===== src/rtl/simon_engine.sv =====
// Simon memory game: LFSR-generated colour sequence, timed lamp playback,
// and edge-detected player input with an idle timeout.
module simon_engine #(
    parameter int NUM_COLOURS = 4,
    parameter int MAX_LEN     = 16,
    parameter int SHOW_CYC    = 4,
    parameter int GAP_CYC     = 2,
    parameter int TIMEOUT_CYC = 64,
    localparam int COL_W      = $clog2(NUM_COLOURS),
    localparam int SC_W       = $clog2(MAX_LEN + 1)
) (
    input  logic                   clk,
    input  logic                   rst_n,
    input  logic                   start,
    input  logic [7:0]             seed,
    input  logic [NUM_COLOURS-1:0] btn,
    output logic [NUM_COLOURS-1:0] led,
    output logic [2:0]             state,
    output logic [SC_W-1:0]        score,
    output logic                   win,
    output logic                   lose
);

    localparam int IDX_W  = $clog2(MAX_LEN);
    localparam int PH_MAX = (SHOW_CYC > GAP_CYC) ? SHOW_CYC : GAP_CYC;
    localparam int PH_W   = $clog2(PH_MAX + 1);
    localparam int TO_W   = $clog2(TIMEOUT_CYC);

    localparam logic [2:0] ST_IDLE     = 3'd0;
    localparam logic [2:0] ST_GEN      = 3'd1;
    localparam logic [2:0] ST_SHOW_ON  = 3'd2;
    localparam logic [2:0] ST_SHOW_OFF = 3'd3;
    localparam logic [2:0] ST_INPUT    = 3'd4;
    localparam logic [2:0] ST_RELEASE  = 3'd5;
    localparam logic [2:0] ST_WIN      = 3'd6;
    localparam logic [2:0] ST_LOSE     = 3'd7;

    logic [2:0]             state_reg, state_next;
    logic [7:0]             lfsr_reg, lfsr_next, lfsr_step;
    logic [IDX_W-1:0]       wr_idx_reg, wr_idx_next;
    logic [IDX_W-1:0]       idx_reg, idx_next;
    logic [SC_W-1:0]        len_reg, len_next;
    logic [SC_W-1:0]        score_reg, score_next;
    logic [PH_W-1:0]        ph_reg, ph_next;
    logic [TO_W-1:0]        to_reg, to_next;
    logic                   pend_reg, pend_next;
    logic [NUM_COLOURS-1:0] btn_prev_reg;
    logic                   win_reg, lose_reg;
    logic                   mem_we;
    logic [COL_W-1:0]       mem [MAX_LEN];
    logic [COL_W-1:0]       rd_data_reg;
    logic [NUM_COLOURS-1:0] expect_oh;
    logic                   press;
    logic                   idx_last;

    // Galois form of x^8+x^6+x^5+x^4+1, shifting towards the LSB
    assign lfsr_step = {1'b0, lfsr_reg[7:1]} ^ (lfsr_reg[0] ? 8'hB8 : 8'h00);
    assign press     = (btn != '0) && (btn_prev_reg == '0);
    assign idx_last  = ((SC_W'(idx_reg) + SC_W'(1)) == len_reg);

    // rd_data_reg always holds mem[idx_reg]; the read address is idx_next
    genvar gi;
    generate
        for (gi = 0; gi < NUM_COLOURS; gi++) begin : g_oh
            assign expect_oh[gi] = (rd_data_reg == COL_W'(gi));
        end
    endgenerate

    always_comb begin
        state_next  = state_reg;
        lfsr_next   = lfsr_reg;
        wr_idx_next = wr_idx_reg;
        idx_next    = idx_reg;
        len_next    = len_reg;
        score_next  = score_reg;
        ph_next     = ph_reg;
        to_next     = to_reg;
        pend_next   = pend_reg;
        mem_we      = 1'b0;
        case (state_reg)
            ST_IDLE, ST_WIN, ST_LOSE: begin
                if (start) begin
                    lfsr_next   = (seed == 8'h00) ? 8'h01 : seed;
                    score_next  = '0;
                    wr_idx_next = '0;
                    idx_next    = '0;
                    len_next    = '0;
                    ph_next     = '0;
                    to_next     = '0;
                    pend_next   = 1'b0;
                    state_next  = ST_GEN;
                end
            end
            ST_GEN: begin
                lfsr_next = lfsr_step;
                mem_we    = 1'b1;
                if (wr_idx_reg == IDX_W'(MAX_LEN - 1)) begin
                    len_next   = SC_W'(1);
                    idx_next   = '0;
                    ph_next    = '0;
                    state_next = ST_SHOW_ON;
                end else begin
                    wr_idx_next = wr_idx_reg + IDX_W'(1);
                end
            end
            ST_SHOW_ON: begin
                if (ph_reg == PH_W'(SHOW_CYC - 1)) begin
                    ph_next    = '0;
                    state_next = ST_SHOW_OFF;
                end else begin
                    ph_next = ph_reg + PH_W'(1);
                end
            end
            ST_SHOW_OFF: begin
                if (ph_reg == PH_W'(GAP_CYC - 1)) begin
                    ph_next = '0;
                    if (!idx_last) begin
                        idx_next   = idx_reg + IDX_W'(1);
                        state_next = ST_SHOW_ON;
                    end else begin
                        idx_next   = '0;
                        to_next    = '0;
                        state_next = ST_INPUT;
                    end
                end else begin
                    ph_next = ph_reg + PH_W'(1);
                end
            end
            ST_INPUT: begin
                // a press on the final timeout cycle still wins over the timeout
                if (press) begin
                    if (btn != expect_oh) begin
                        state_next = ST_LOSE;
                    end else if (!idx_last) begin
                        idx_next   = idx_reg + IDX_W'(1);
                        to_next    = '0;
                        state_next = ST_RELEASE;
                    end else begin
                        score_next = (score_reg == SC_W'(MAX_LEN)) ? score_reg
                                                                   : score_reg + SC_W'(1);
                        to_next    = '0;
                        if (len_reg == SC_W'(MAX_LEN)) begin
                            state_next = ST_WIN;
                        end else begin
                            len_next   = len_reg + SC_W'(1);
                            idx_next   = '0;
                            pend_next  = 1'b1;
                            state_next = ST_RELEASE;
                        end
                    end
                end else if (to_reg == TO_W'(TIMEOUT_CYC - 1)) begin
                    state_next = ST_LOSE;
                end else begin
                    to_next = to_reg + TO_W'(1);
                end
            end
            ST_RELEASE: begin
                if (btn == '0) begin
                    ph_next    = '0;
                    pend_next  = 1'b0;
                    state_next = pend_reg ? ST_SHOW_ON : ST_INPUT;
                end
            end
            default: state_next = ST_IDLE;
        endcase
    end

    always_ff @(posedge clk or negedge rst_n) begin
        if (!rst_n) begin
            state_reg    <= ST_IDLE;
            lfsr_reg     <= 8'h01;
            wr_idx_reg   <= '0;
            idx_reg      <= '0;
            len_reg      <= '0;
            score_reg    <= '0;
            ph_reg       <= '0;
            to_reg       <= '0;
            pend_reg     <= 1'b0;
            btn_prev_reg <= '0;
            win_reg      <= 1'b0;
            lose_reg     <= 1'b0;
        end else begin
            state_reg    <= state_next;
            lfsr_reg     <= lfsr_next;
            wr_idx_reg   <= wr_idx_next;
            idx_reg      <= idx_next;
            len_reg      <= len_next;
            score_reg    <= score_next;
            ph_reg       <= ph_next;
            to_reg       <= to_next;
            pend_reg     <= pend_next;
            btn_prev_reg <= btn;
            win_reg      <= (state_next == ST_WIN);
            lose_reg     <= (state_next == ST_LOSE);
        end
    end

    always_ff @(posedge clk) begin
        if (mem_we) begin
            mem[wr_idx_reg] <= lfsr_step[COL_W-1:0];
        end
        rd_data_reg <= mem[idx_next];
    end

    always_comb begin
        led = '0;
        case (state_reg)
            ST_SHOW_ON, ST_LOSE: led = expect_oh;
            ST_WIN:              led = '1;
            default:             led = '0;
        endcase
    end

    assign state = state_reg;
    assign score = score_reg;
    assign win   = win_reg;
    assign lose  = lose_reg;

endmodule

===== config.mk =====
export PLATFORM = sky130hd
export DESIGN_NAME = simon_engine
export DESIGN_NICKNAME = d
export VERILOG_FILES = /design/src/rtl/simon_engine.sv
export SDC_FILE = /design/constraint.sdc
export NUM_CORES = 1
export LEC_CHECK = 0
export CORE_AREA = 4 4 128 117
export CTS_CLUSTER_DIAMETER = 30
export DETAILED_ROUTE_END_ITERATION = 8
export DIE_AREA = 0 0 132 121
export GPL_TIMING_DRIVEN = 0
export HOLD_SLACK_MARGIN = 0.08
export SETUP_SLACK_MARGIN = 0.3
export SLEW_MARGIN = 30
export SYNTH_ARGS = -nofsm -noshare
export SYNTH_HDL_FRONTEND = slang
export SYNTH_SLANG_ARGS = --single-unit
export TNS_END_PERCENT = 100

===== constraint.sdc =====
create_clock -name clk -period 3.3 [get_ports clk]
set_clock_uncertainty 0.05 [all_clocks]
set_input_delay 0.99 -clock clk [delete_from_list [all_inputs] [get_ports clk]]
set_output_delay 0.99 -clock clk [all_outputs]
set_load 0.1 [all_outputs]

* Word-level counts from Yosys, hierarchy flattened
Memories as Yosys holds them, arrays and structs flattened. A register that Yosys moved wholly into a read port is not among the register bits. Cells that the tools add are included.
Word-level totals: memories kept 1, logic and storage cells 141, RAM bits 32, flip-flop bits (word level) 45
Memory list:
- mem | words 16, bits a word 2, read ports 1, clocked after memory_dff 1, write ports 1, line 50 | logic [COL_W-1:0] mem [MAX_LEN];
Operators by class: $add $sub $neg 7, equal/unequal tests 33, multiplexer cells 65, reductions and logical operators 22, bitwise gates (word level) 1
Operator list (count):
- $mux 5 | 10
- $mux 3 | 14
- $mux 4 | 10
- $mux 6 | 6
- $mux 8 | 3
- $ne 2x2->1 const B | 11
- $eq 3x3->1 const B | 6
- $pmux 3 s6 | 1
- $pmux 6 s3 | 1
- $pmux 4 s2 | 2
- $pmux 4 s4 | 1
- $pmux 8 s2 | 1
- $pmux 3 s5 | 1
- $pmux 5 s3 | 1
- $reduce_and 7->1 | 2
- $reduce_and 6->1 | 2
- $add 5x1->5 const B | 2
- $eq 5x5->1 const B | 2
- $pmux 5 s2 | 1
- $eq 3x2->1 const B | 3
- $mux 1 | 9
- $reduce_bool 3->1 | 3
- $add 4x1->4 const B | 2
- $logic_not 4->1 | 2
- 26 further kinds | 32

* Depth between registers and ports, before layout
Gate-level depths: netlist of the first run.
depth after elaboration 7, mapped depth 12

* Least setup slack after synthesis of the first run
Ideal clock, no wire load.
kind register to output, start point reg state_reg[1] (netlist: state[1]), end point out led[0], arrival time 3.037 ns, setup slack -0.777 ns, required time 2.260 ns, stages on the path, launching flop included 5, cells stage by stage dfrtp_1 -> clkbuf_8 -> inv_1 -> clkbuf_1 -> a21oi_1
On the way: cells in the longest elaborated chain, start to end 3, elaborated cells between the ends (all ways) 5, those cells by class eq/ne: 3; mux: 1; reduce/logical: 1
Ends and longest elaborated chain:
- start, declared | line 38 | logic [2:0] state_reg, state_next;
- start signal, assigned | line 183 | state_reg <= state_next;
- $eq 3x2->1 / $eq 3x3->1 (equally long branches) | line 207 | case (state_reg)
- $reduce_or 2->1 | line 207
- $pmux 4 s2 (*) | line 207
- end, declared | line 17 | output logic [NUM_COLOURS-1:0] led,
Mark *: on every way between the ends. The rest lies on a longest branch, timed or not.

* Worst setup path in the final report of the first run
start point in btn[2], end point reg rd_data_reg[1], read port of mem
On the way: cells in the longest elaborated chain, start to end 4, elaborated cells between the ends (all ways) 6, those cells by class eq/ne: 1; mux: 3; reduce/logical: 2
Ends and longest elaborated chain:
- start, declared | line 16 | input logic [NUM_COLOURS-1:0] btn,
- $ne 4x4->1 / $reduce_bool 4->1 (equally long branches) | line 132, 58
- $mux 4 / $logic_and 1x1->1 (equally long branches) | line 132, 58
- $mux 4 (*) | line 131 | if (press) begin
- $pmux 4 s4 (*) | line 80 | case (state_reg)
- end, declared | line 51 | logic [COL_W-1:0] rd_data_reg;
Marks and branches as above. A chain may end at the register's enable or synchronous reset.

==> impl_results.md, run 1 <==
* WL met1 at 5472 um
* Initial antenna violation count at 0
* Die height at ~120 um
* Status: finished clean
* CTS Root Cell: clkbuf_16
* N_diodes at 0
* Met3 wire length at roughly 400 um
* Post-synthesis sequential area ratio at 45.30%
* Vias in the first global route at between 3k and 4k
* Total Routed Length at 11450 um
* CTS Hold Bufs at 0
* Share of cells above drive strength 1 at 23.46%
* FF+latch count, synth at a little under 80
* Vias post-DR at 3826
* Yosys top cell by area: dfrtp_1
* Peak supply drop at roughly 0.00057 V
* Max FFs per register at 32
* Unique cell type count in the Yosys netlist at 78
* Syn avg cell area at roughly 9.9 um^2
* Final ANT Viol Nets at 0
* Largest net degree at the start of global routing at 46
* Fin crit period at 3085 ps
* Via density at 5.396
* Core Region at 0.01380 mm^2
* Fin crit share at 93.49%
* Global placer's final weighted congestion at 0.8749
* # IOs at 29
* WHS at 447.2 ps
* Finish-stage setup viols at 0
* Arrival time at the worst endpoint at 3240 ps
* Worst-margin pin slew at 974.8 ps
* HPWL after detailed placement at 8189 um
* Syn Std Cell Area at about 0.0047 mm^2
* Type of the worst min-delay path: flip-flop to flip-flop
* Clock buffer depth at 2
* WL met2 at 5405 um
* Final-report hold violation count at 0
* # H-tree levels at 3
* Highest metal used: met4
* CP required at around 3500 ps
* Relative slew slack at 34.91%
* Syn Nets at 507
* Leak Pwr at 2.365 nW
* I/O Buffers at 28
* Sink Count at 79
* GRT Util Overall at 14.96%
* Max Clk Rate at 324.1 MHz
* Num CTS Buffers at 9
* CP startpoint kind: input pin
* Ranking of synthesized cells by area: dfrtp_1 23%, edfxtp_1 20%, ha_1 4.5%, o21ai_0 4.5%, nand2_1 3.6%
* Power Density at 741.7 mW/mm^2
* Final global-route overflow total at 0
* Async SR Flop Fraction at 56.96%
* CTS tree: yes
* # rows at 41
* DIE WIDTH at 132 um
* Top-area cell type share of the netlist area at 23.44%
* CP Capture Type: flip-flop
* Unrepaired setup endpoints after global routing: yes
* Post-Place Setup Slack at -765.1 ps
* First-pass GRT wire length at 19220 um
* WL per Instance at about 16 um
* Top FF cell, synth: dfrtp_1
* Final worst slack at between 200 and 250 ps
* Kind of critical path: input pin to flip-flop
* Number of synthesized flops with an enable pin at 32
* Worst-path clk slew at approximately 60 ps
* Fin Setup TNS at 0 ps
* Max-slew violations at 0
* Pre-Repair DR Iteration Count at 5
* Area grow syn2layout at 24.31%
* MaxCap Viol Count at 0
* Post-Syn Instances at ~480
* Clk_lat worst skew at 340 ps
* Die footprint at 0.01597 mm^2
* Post-layout nets at 564
* Starting DRT DRC Count at 216
* # DRC at 0
* Initial core utilization at 34.05%
* Worst Path Max Fanout at 4
* Synth Warn # at 0
==> cells in the mapped netlist, drive strengths merged (8+ instances only) <==
cell	n
and2	18
o211ai	9
mux2	9
ha	17
nand3	24
clkbuf	12
dfrtp	44
edfxtp	32
inv	24
a21oi	30
nor3b	8
a211o	13
nor2	30
o21ai	45
nand2	45
buf	8
==> critical path, stage by stage <==
cell	delay, ps
buf_8	100
or4_4	520
buf_6	140
and3_4	160
a21boi_4	150
o211a_4	260
nor2_4	130
inv_4	60
buf_6	120
mux2_4	280
o211ai_1	180
o211ai_1	150
==> layout by cell type (no fill, tap or decap), drive strengths merged, types with 17 or more instances in the layout <==
master and count:
nor2 30, clkbuf 22, o21ai 45, ha 17, buf 35, nand2 45, inv 26, nand3 24
a21oi 30, dfrtp 44, and2 18, edfxtp 32
==> layer usage <==
layer | global-route usage [%] | vias up
met2 | 24.13 | 74
met1 | 20.00 | 1876
met4 | 4.593 | 0
met3 | 3.607 | 13
li1 | - | 1863
met5 | 0 | -
==> power by group <==
group	switching (W)	internal (W)
logic	0.00119	0.000716
clock network	0.000408	0.000592
registers	0.000187	0.00124
==> layout make-up <==
class                           count  area [um^2]
Buffer                             20        135.1
Clock buffer                       10        229.0
Clock inverter                      6        68.82
Fill cell                        1325         7959
Inverter                           24        92.59
Multi-Input combinational cell    352         2529
Sequential cell                    79         2137
Tap cell                          172        215.2
Timing Repair Buffer               46        434.2
==> what timing repair did <==
item | CTS | global route
setup buffers | 12 | 6
resized for setup | 65 | 30
pin swaps | 12 | 13
endpoints found under the setup margin | 26 | 28
==> per-stage QoR <==
stage / utilization [%] / cell area (um^2) / instances / total power, W
final: 42.32 / 5841 / 709 / 0.004332
after global routing: 42.32 / 5841 / 709 / 0.004614
after global placement: 38.12 / 5260 / 675 / 0.003122
after detailed placement: 38.10 / 5258 / 675 / 0.003148
after floorplan: - / 4765 / 475 / 0.002676
after CTS: 41.26 / 5694 / 703 / 0.004258
==> final timing paths <==
check,startpoint,end,slack [ps],cells past startpoint
worst min register to register,lfsr_reg[3]$_DFFE_PN0P_,lfsr_reg[3]$_DFFE_PN0P_,450,2
worst min-delay path,lfsr_reg[3]$_DFFE_PN0P_,lfsr_reg[3]$_DFFE_PN0P_,450,2
max in group asynchronous,rst_n,state[2]$_DFF_PN0_,2130,1
worst max register to register,idx_reg[1]$_DFF_PN0_,rd_data_reg[0]$_DFF_P_,330,11
worst max-delay path,btn[2],rd_data_reg[1]$_DFF_P_,210,12
min in group asynchronous,rst_n,ph_reg[0]$_DFFE_PN0P_,610,1
==> logic make-up (layout without fill, tap and decap cells) <==
logic type,after synthesis,in the layout,synth area share [%]
xor gates and xnor gates,8,8,1.811
adders and majority gates,17,17,4.527
and+or+nand+nor,169,169,18.86
AOI/OAI and AO/OA,144,144,21.52
DFF,79,79,45.30
muxes,14,14,3.462
buffers and inverters,44,106,4.527
(Power assumes the default switching activity.)
==> run 2, diff against run 1 <==
==> constraint.sdc (replaced) <==
create_clock -name clk -period 3.3 [get_ports clk]
set_clock_uncertainty 0.05 [all_clocks]
set_input_delay 0.66 -clock clk [delete_from_list [all_inputs] [get_ports clk]]
set_output_delay 0.66 -clock clk [all_outputs]
set_load 0.1 [all_outputs]
==> impl_results.md, run 2 (synthesis gave the netlist of run 1 again) <==
* Status: finished clean
* Layout Cells excl Fill at 713 (+0.56%)
* Reg power frac at 31.4% (-1.6 points)
* Largest net degree at the start of global routing at 46 (unchanged)
* Worst Path Max Fanout at 6 (+2)
* I/O Buffers at 28 (unchanged)
* Vias post-DR at 3863 (+0.97%)
* Die footprint at 0.01597 mm^2 (unchanged)
* Finish-stage setup viols at 0 (unchanged)
* Max FFs per register at 32 (unchanged)
* DIE WIDTH at 132 um (unchanged)
* Num CTS Buffers at 9 (unchanged)
* Gate power share at 44.6% (+0.6 points)
* GRT Util Overall at 14.77% (-0.19 points)
* Clock buffer depth at 2 (unchanged)
* Post-Place Setup Slack at -461.2 ps (+303.9 ps)
* # IOs at 29 (unchanged)
* Final global-route overflow total at 0 (unchanged)
* CP startpoint kind: flip-flop
* Core Region at 0.01380 mm^2 (unchanged)
* Power Density at 770.3 mW/mm^2 (+3.9%)
* Power Total at 0.004510 W (+4.1%)
* Max Clk Rate at 340.0 MHz (+4.9%)
* Final-report hold violation count at 0 (unchanged)
* Via density at 5.418 (+0.40%)
* P_int at 0.002695 W (+5.8%)
* # H-tree levels at 3 (unchanged)
* Total Routed Length at 11440 um (about the same)
* N_diodes at 0 (unchanged)
* Kind of critical path: flip-flop to flip-flop
* WL per Instance at 16.05 um (-0.65%)
* Type of the worst min-delay path: input pin to async pin
* Sink Count at 79 (unchanged)
* Final worst slack at 359.0 ps (+144.3 ps)
* Most frequent cells in the layout: 44 x nand2_1, 41 x o21ai_0, 39 x dfrtp_1
* Fin crit period at 2941 ps (-144.3 ps)
* # DRC at 0 (unchanged)
* Net Sw Power at 0.001816 W (+1.8%)
* CP Capture Type: flip-flop
* CTS tree: yes
* Worst-margin pin slew at 977.4 ps (+2.598 ps)
* Share of cells above drive strength 1 at 23.66% (+0.20 points)
* Peak supply drop at 0.0004481 V (-21%)
* MaxCap Viol Count at 0 (unchanged)
* Clk_lat worst skew at 340 ps (about the same)
* Arrival time at the worst endpoint at 3100 ps (-140 ps)
* Post-layout nets at 568 (+0.71%)
* Leak Pwr at 2.318 nW (-2.0%)
* Unrepaired setup endpoints after global routing: yes
* Final Core Density at 42.43% (+0.11 points)
* First-pass GRT wire length at 18650 um (-3.0%)
* Die height at 121 um (unchanged)
* HPWL after detailed placement at 8298 um (+1.3%)
* Vias in the first global route at 3733 (+2.1%)
* Pre-Repair DR Iteration Count at 5 (unchanged)
* Area grow syn2layout at 24.63%
* Global placer's final weighted congestion at 0.8957 (+2.4%)
* Clock share of power at 24.1% (+1.0 points)
* CTS Root Cell: clkbuf_16
* Post-Place Cells at 675 (unchanged)
* CP required at 3460 ps (about the same)
* Starting DRT DRC Count at 258 (+19%)
* Final ANT Viol Nets at 0 (unchanged)
* Worst-path clk slew at 60 ps (about the same)
* Initial core utilization at 34.05% (unchanged)
* Initial antenna violation count at 0 (unchanged)
* Relative slew slack at 34.64% (-0.27 points)
* # rows at 41 (unchanged)
* Fin crit share at 89.12% (-4.4 points)
* CTS Hold Bufs at 0 (unchanged)
* Max-slew violations at 0 (unchanged)
* Commonest non-fill, non-tap cell in the layout: nand2_1
* Switch share at 40.26% (-0.92 points)
[run 2: critical path: stages, from the launching register on]
cell	delay (ps)
dfrtp_4	510
buf_4	150
or2_1	210
buf_2	150
or2_4	250
a211o_4	340
a211oi_4	320
nor2_4	70
or3_4	420
o22ai_2	200
o211ai_1	130
[run 2: per-stage QoR]
| step | hold slack (ps) | cell area [um^2] | TNS, ps |
|---|---|---|---|
| 2_1_floorplan | 314.4 | 4722 | 0 |
| 3_3_place_gp | 421.4 | 5218 | -1746 |
| 3_5_place_dp | 432.1 | 5215 | -1438 |
| 4_1_cts | 297.9 | 5675 | 0 |
| 5_1_grt | 326.9 | 5856 | 0 |
| 6_report | 262.3 | 5856 | 0 |
[run 2: power groups by stage]
| stage | clock [W] | sequential, W | combinational, W |
|---|---|---|---|
| final | 0.00109 | 0.00142 | 0.00201 |
| after global routing | 0.00116 | 0.00144 | 0.00219 |
| after CTS | 0.00111 | 0.00142 | 0.00182 |
| after detailed placement | 0 | 0.00143 | 0.00170 |
| after global placement | 0 | 0.00143 | 0.00167 |
| after floorplan | 0 | 0.00148 | 0.00118 |
[run 2: final cells by class]
cell class | count | area [um^2]
fill | 1309 | 7944
multi-input combinational | 352 | 2540
sequential | 79 | 2140
timing repair buffer | 50 | 409.1
clock buffer | 9 | 225.2
tap | 172 | 215.2
buffer | 20 | 132.6
clock inverter | 7 | 101.3
inverter | 24 | 92.59
[run 2: layer usage]
layer | GRT usage (%) | vias to the layer above | share of wire, %
met2 | 23.65 | 110 | 47
met4 | 5.774 | 0 | 1.9
met1 | 19.12 | 1859 | 46
met3 | 3.980 | 17 | 5.4
met5 | 0 | - | 0
li1 | - | 1877 | -
[run 2: timing repair]
item,in CTS,in global routing
gates resized for setup,41,32
setup endpoints to repair,9,20
setup buffers,7,15
pin swaps,10,13
[run 2: path summary, 6_finish.rpt]
check | start | to | slack [ps] | cells after the start
hold / removal | rst_n | lfsr_reg[3]$_DFFE_PN0P_ | 260 | 1
hold reg to reg | lfsr_reg[7]$_DFFE_PN0P_ | lfsr_reg[7]$_DFFE_PN0P_ | 440 | 2
setup / recovery | state[1]$_DFF_PN0_ | rd_data_reg[1]$_DFF_P_ | 360 | 10
min in group clk | btn[3] | btn_prev_reg[3]$_DFF_PN0_ | 440 | 1
setup reg to reg | state[1]$_DFF_PN0_ | rd_data_reg[1]$_DFF_P_ | 360 | 10
max in group asynchronous | rst_n | state[1]$_DFF_PN0_ | 2470 | 1
==> RTL change 1, RTL diff (settings of run 2) <==
The parameter `MAX_LEN` goes from 16 to 32.
--- a/src/rtl/simon_engine.sv
+++ b/src/rtl/simon_engine.sv
@@ -2,7 +2,7 @@
 // and edge-detected player input with an idle timeout.
 module simon_engine #(
     parameter int NUM_COLOURS = 4,
-    parameter int MAX_LEN     = 16,
+    parameter int MAX_LEN     = 32,
     parameter int SHOW_CYC    = 4,
     parameter int GAP_CYC     = 2,
     parameter int TIMEOUT_CYC = 64,
Interface: changed (resized score); port bits go from 29 to 30. No check against the original RTL was run, so the function may have changed too.
==> RTL change 1 against run 2 <==
- the flow now finishes with violations (setup timing)
- largest power group unchanged
- maximum frequency shrank 17%
- area after synthesis grew 29%
- worst setup slack lost 590 ps
- sequential cell count grew 36
- total power grew 38%
- largest cell class is now sequential cells
- critical endpoint unchanged
- critical path type unchanged
- non-clock buffer count grew 12
- final area grew 35%
- global-route usage grew 5.4 points
- core utilization grew 15 points
- via count grew 29%
- routed wire length grew 39%
==> RTL change 1: results (changes against run 2) <==
RR Startpoint: wr_idx_reg[1]$_DFFE_PN0P_
Synth area leaders: edfxtp_1 32%, dfrtp_1 20%, mux2i_1 6.3%
Finish-stage setup viols: 2 (+2)
CP max-delay cell: dfrtp_1
H-tree Lvls: 4 (+1)
Crit Path Max Fanout: 8 (+2)
largest family of logic cells by synthesized area: simple AND/OR/NAND/NOR gates
failing checks: setup timing
post-CTS sizing: 78 (+90%)
Post-synth EDFFs: 64 (+100%)
leakage power: 2.93 nW (+26%)
share of cells above drive strength 1: 23.3% (-0.40 points)
port bufs: 29 (+3.6%)
Yosys cell types: 65 (-17%)
gr usage total: 20.2% (+5.4 points)
first-pass GRT wire length: 25400 µm (+36%)
max reg flops: 64 (+100%)
hpwl dp: 10300 µm (+24%)
outcome: finished, violations left
xor and xnor area share after synthesis: 1.55% (-0.26 points)
type of the worst min-delay path: in -> reg
Synth Area in Compound Gates: 14.9% (-6.6 points)
synth cell count leaders: 65 x nor2_1, 64 x edfxtp_1, 55 x nand2_1, 48 x dfrtp_1, 48 x o21ai_0
critical path's top delay family: simple AND/OR/NAND/NOR gates
fraction of registers with async set/reset: 42.6% (-14 points)
Vias: 4978 (+29%)
mux contribution to synthesized area: 6.66% (+3.2 points)
Final Non-Filler Cells: 847 (+19%)
post-synthesis adder-cell area fraction: 4.10% (-0.43 points)
PnR worst setup slack: -236 ps (-595 ps)
[RTL change 1: cell types whose count changed after synthesis, moves of 6 or more]
cell      before  now
a22oi_1        1    9
and3_1         6   13
nand3_1       24   36
o22ai_1        3    9
mux2i_1        5   38
nand2_1       45   55
o21ai_0       42   48
a21oi_1       30   24
and2_1        18    4
o211ai_1       9    2
edfxtp_1      32   64
nor2_1        28   65
a211o_2        8    0
[RTL change 1: cell type report]
| type | count | area [µm²] |
|---|---|---|
| flip-flops and latches | 115 | 3200 |
| fillers | 1162 | 5910 |
| repair buffers | 61 | 598 |
| well taps | 172 | 215 |
| inverters | 23 | 86.3 |
| multi-input cells | 423 | 3060 |
| clock inverters | 12 | 92.6 |
| clock buffers | 20 | 468 |
| plain buffers | 21 | 169 |
[RTL change 1: metal layers]
metal	wire length, µm	up-vias	part of all wire [%]	track usage [%]
met2	7370	162	46	30.8
met5	0	-	0	0
met1	7260	2461	46	28.2
met4	288	0	1.8	6.69
li1	-	2332	-	-
met3	1010	23	6.3	5.18
==> RTL change 2, RTL diff (flow settings as in run 2) <==
Without the edit above. Put one more register stage on the output `state`, with the module's reset. The value now appears one clock later. The other outputs are not delayed to match.
--- a/src/rtl/simon_engine.sv
+++ b/src/rtl/simon_engine.sv
@@ -211,7 +211,13 @@
         endcase
     end
 
-    assign state = state_reg;
+    always_ff @(posedge clk or negedge rst_n) begin
+        if (!rst_n) begin
+            state <= '0;
+        end else begin
+            state <= state_reg;
+        end
+    end
     assign score = score_reg;
     assign win   = win_reg;
     assign lose  = lose_reg;
Formal check against the unedited RTL: not equivalent (a bounded check fails within 4 cycles, from zero or initial values and one cycle with rst_n low).
==> RTL change 2 against run 2 <==
- total power down 19%
- via count down 10%
- clock power down 12%
- die area unchanged
- final area down 9.6%
- worst setup slack worse by 21 ps
- area after synthesis down 7.1%
- first-iteration DRC count down 32%
- sequential cell count up 3
- largest power group is now sequential cells
- routed wire length down 12%
- hold slack better by 24 ps
- core utilization down 4.1 points
==> RTL change 2: results (changes against run 2) <==
outcome: finished, final reports clean
leakage power: 2.06 nW (-11%)
Synth area leaders: dfrtp_1 27%, edfxtp_1 22%, nor2_1 4.6%
DR WL met3: 466 µm (-25%)
port bufs: 27 (-3.6%)
Fin Hold WS: 286 ps (+23.6 ps)
met1 Usage GRT: 17.0% (-2.2 points)
WL met1: 4540 µm (-13%)
largest net degree at the start of global routing: 49 (+6.5%)
Synth Instances: 432 (-9.1%)
sequential share of the synthesized area: 50.5% (+5.2 points)
Routed WL per cell: 15.3 µm (-4.8%)
R2R Setup Slk: 340 ps (-20 ps)
Inst Count DP: 631 (-6.5%)
Crit path arrival time: 3110 ps (about the same)
worst reg-to-reg path cell count: 12 (+2)
share of cells above drive strength 1: 17.1% (-6.6 points)
fraction of registers with async set/reset: 58.5% (+1.6 points)
vias in the first global route: 3400 (-8.9%)
relative slew slack: 35.1% (+0.46 points)
First-pass DRT Iterations: 4 (-1)
critical path's top delay family: compound AO/OA/AOI/OAI gates
clock slew at reported path FFs: 70 ps
CP max-delay cell: a2111o_1
synth cell count leaders: 54 x nor2_1, 47 x dfrtp_1, 36 x nand2_1, 32 x edfxtp_1, 29 x o21ai_0
Antenna diodes: 0 (unchanged)
gr usage total: 12.8% (-2.0 points)
Yosys cell types: 68 (-13%)
M3 GR Usage: 2.90% (-1.1 points)
post-CTS sizing: 38 (-7.3%)
RR Startpoint: idx_reg[1]$_DFF_PN0_
Crit Path Max Fanout: 9 (+3)
count leader, synth: nor2_1
dpl cell area: 4850 µm² (-7.1%)
worst slack at placement: -423 ps (+37.9 ps)
Fillers: 1346 (+2.8%)
DR iter-0 viols: 175 (-32%)
slowest cell delay on critical path: 390 ps (-120 ps)
Routability Congestion: 0.859 (-4.1%)
FF-to-FF End: rd_data_reg[0]$_DFF_P_
first-pass GRT wire length: 16400 µm (-12%)
final net count: 510 (-10%)
WL met2: 4930 µm (-8.7%)
met2 Use GR: 20.9% (-2.7 points)
hpwl dp: 7100 µm (-14%)
## RTL change 2: cell count changes in the layout (fill, tap and decap cells not counted), moves of 7 or more
cell / before / now
buf_4: 22 / 13
nand4_1: 4 / 14
nand2_1: 44 / 36
nand3_1: 24 / 11
o211ai_1: 9 / 16
xor2_1: 0 / 7
a211o_2: 8 / 0
o21ai_0: 41 / 29
and2_1: 18 / 5
a21oi_1: 24 / 14
nor2_1: 28 / 54
## RTL change 2: layout make-up
class	instances	area [µm²]	share of cell area, %
Clock buffer	9	225	4.25
Multi-Input combinational cell	306	2020	38.2
Buffer	19	136	2.58
Timing Repair Buffer	38	334	6.31
Tap cell	172	215	4.07
Sequential cell	82	2210	41.7
Clock inverter	7	58.8	1.11
Inverter	25	93.8	1.77
## RTL change 2: power by group
part	switching, mW	leakage, nW	internal [mW]	total (mW)
Sequential	0.193	0.923	1.30	1.50
Clock	0.437	0.133	0.520	0.957
Combinational	0.776	0.999	0.426	1.20
## RTL change 2: worst max path at each step
stage                      startpoint                     end  slack, ps  depth (start not counted)
2_1_floorplan  state_reg[2]$_DFF_PN0_                  led[0]         20                          5
3_3_place_gp                   btn[1]  rd_data_reg[0]$_DFF_P_       -410                         13
3_5_place_dp                   btn[3]  rd_data_reg[0]$_DFF_P_       -420                         13
4_1_cts        state_reg[2]$_DFF_PN0_                  led[0]        240                          6
5_1_grt          idx_reg[1]$_DFF_PN0_  rd_data_reg[1]$_DFF_P_        260                         12
6_report                       btn[1]  rd_data_reg[0]$_DFF_P_        340                         12
## RTL change 2: kinds of logic after synthesis
kind of cell	count (synthesis)	synth area share, %
mux	11	2.87
compound gates	97	14.7
buf+inv	44	4.85
simple gates	172	20.6
xor+xnor	12	2.41
fa+ha+maj	14	4.01
flops	82	50.5
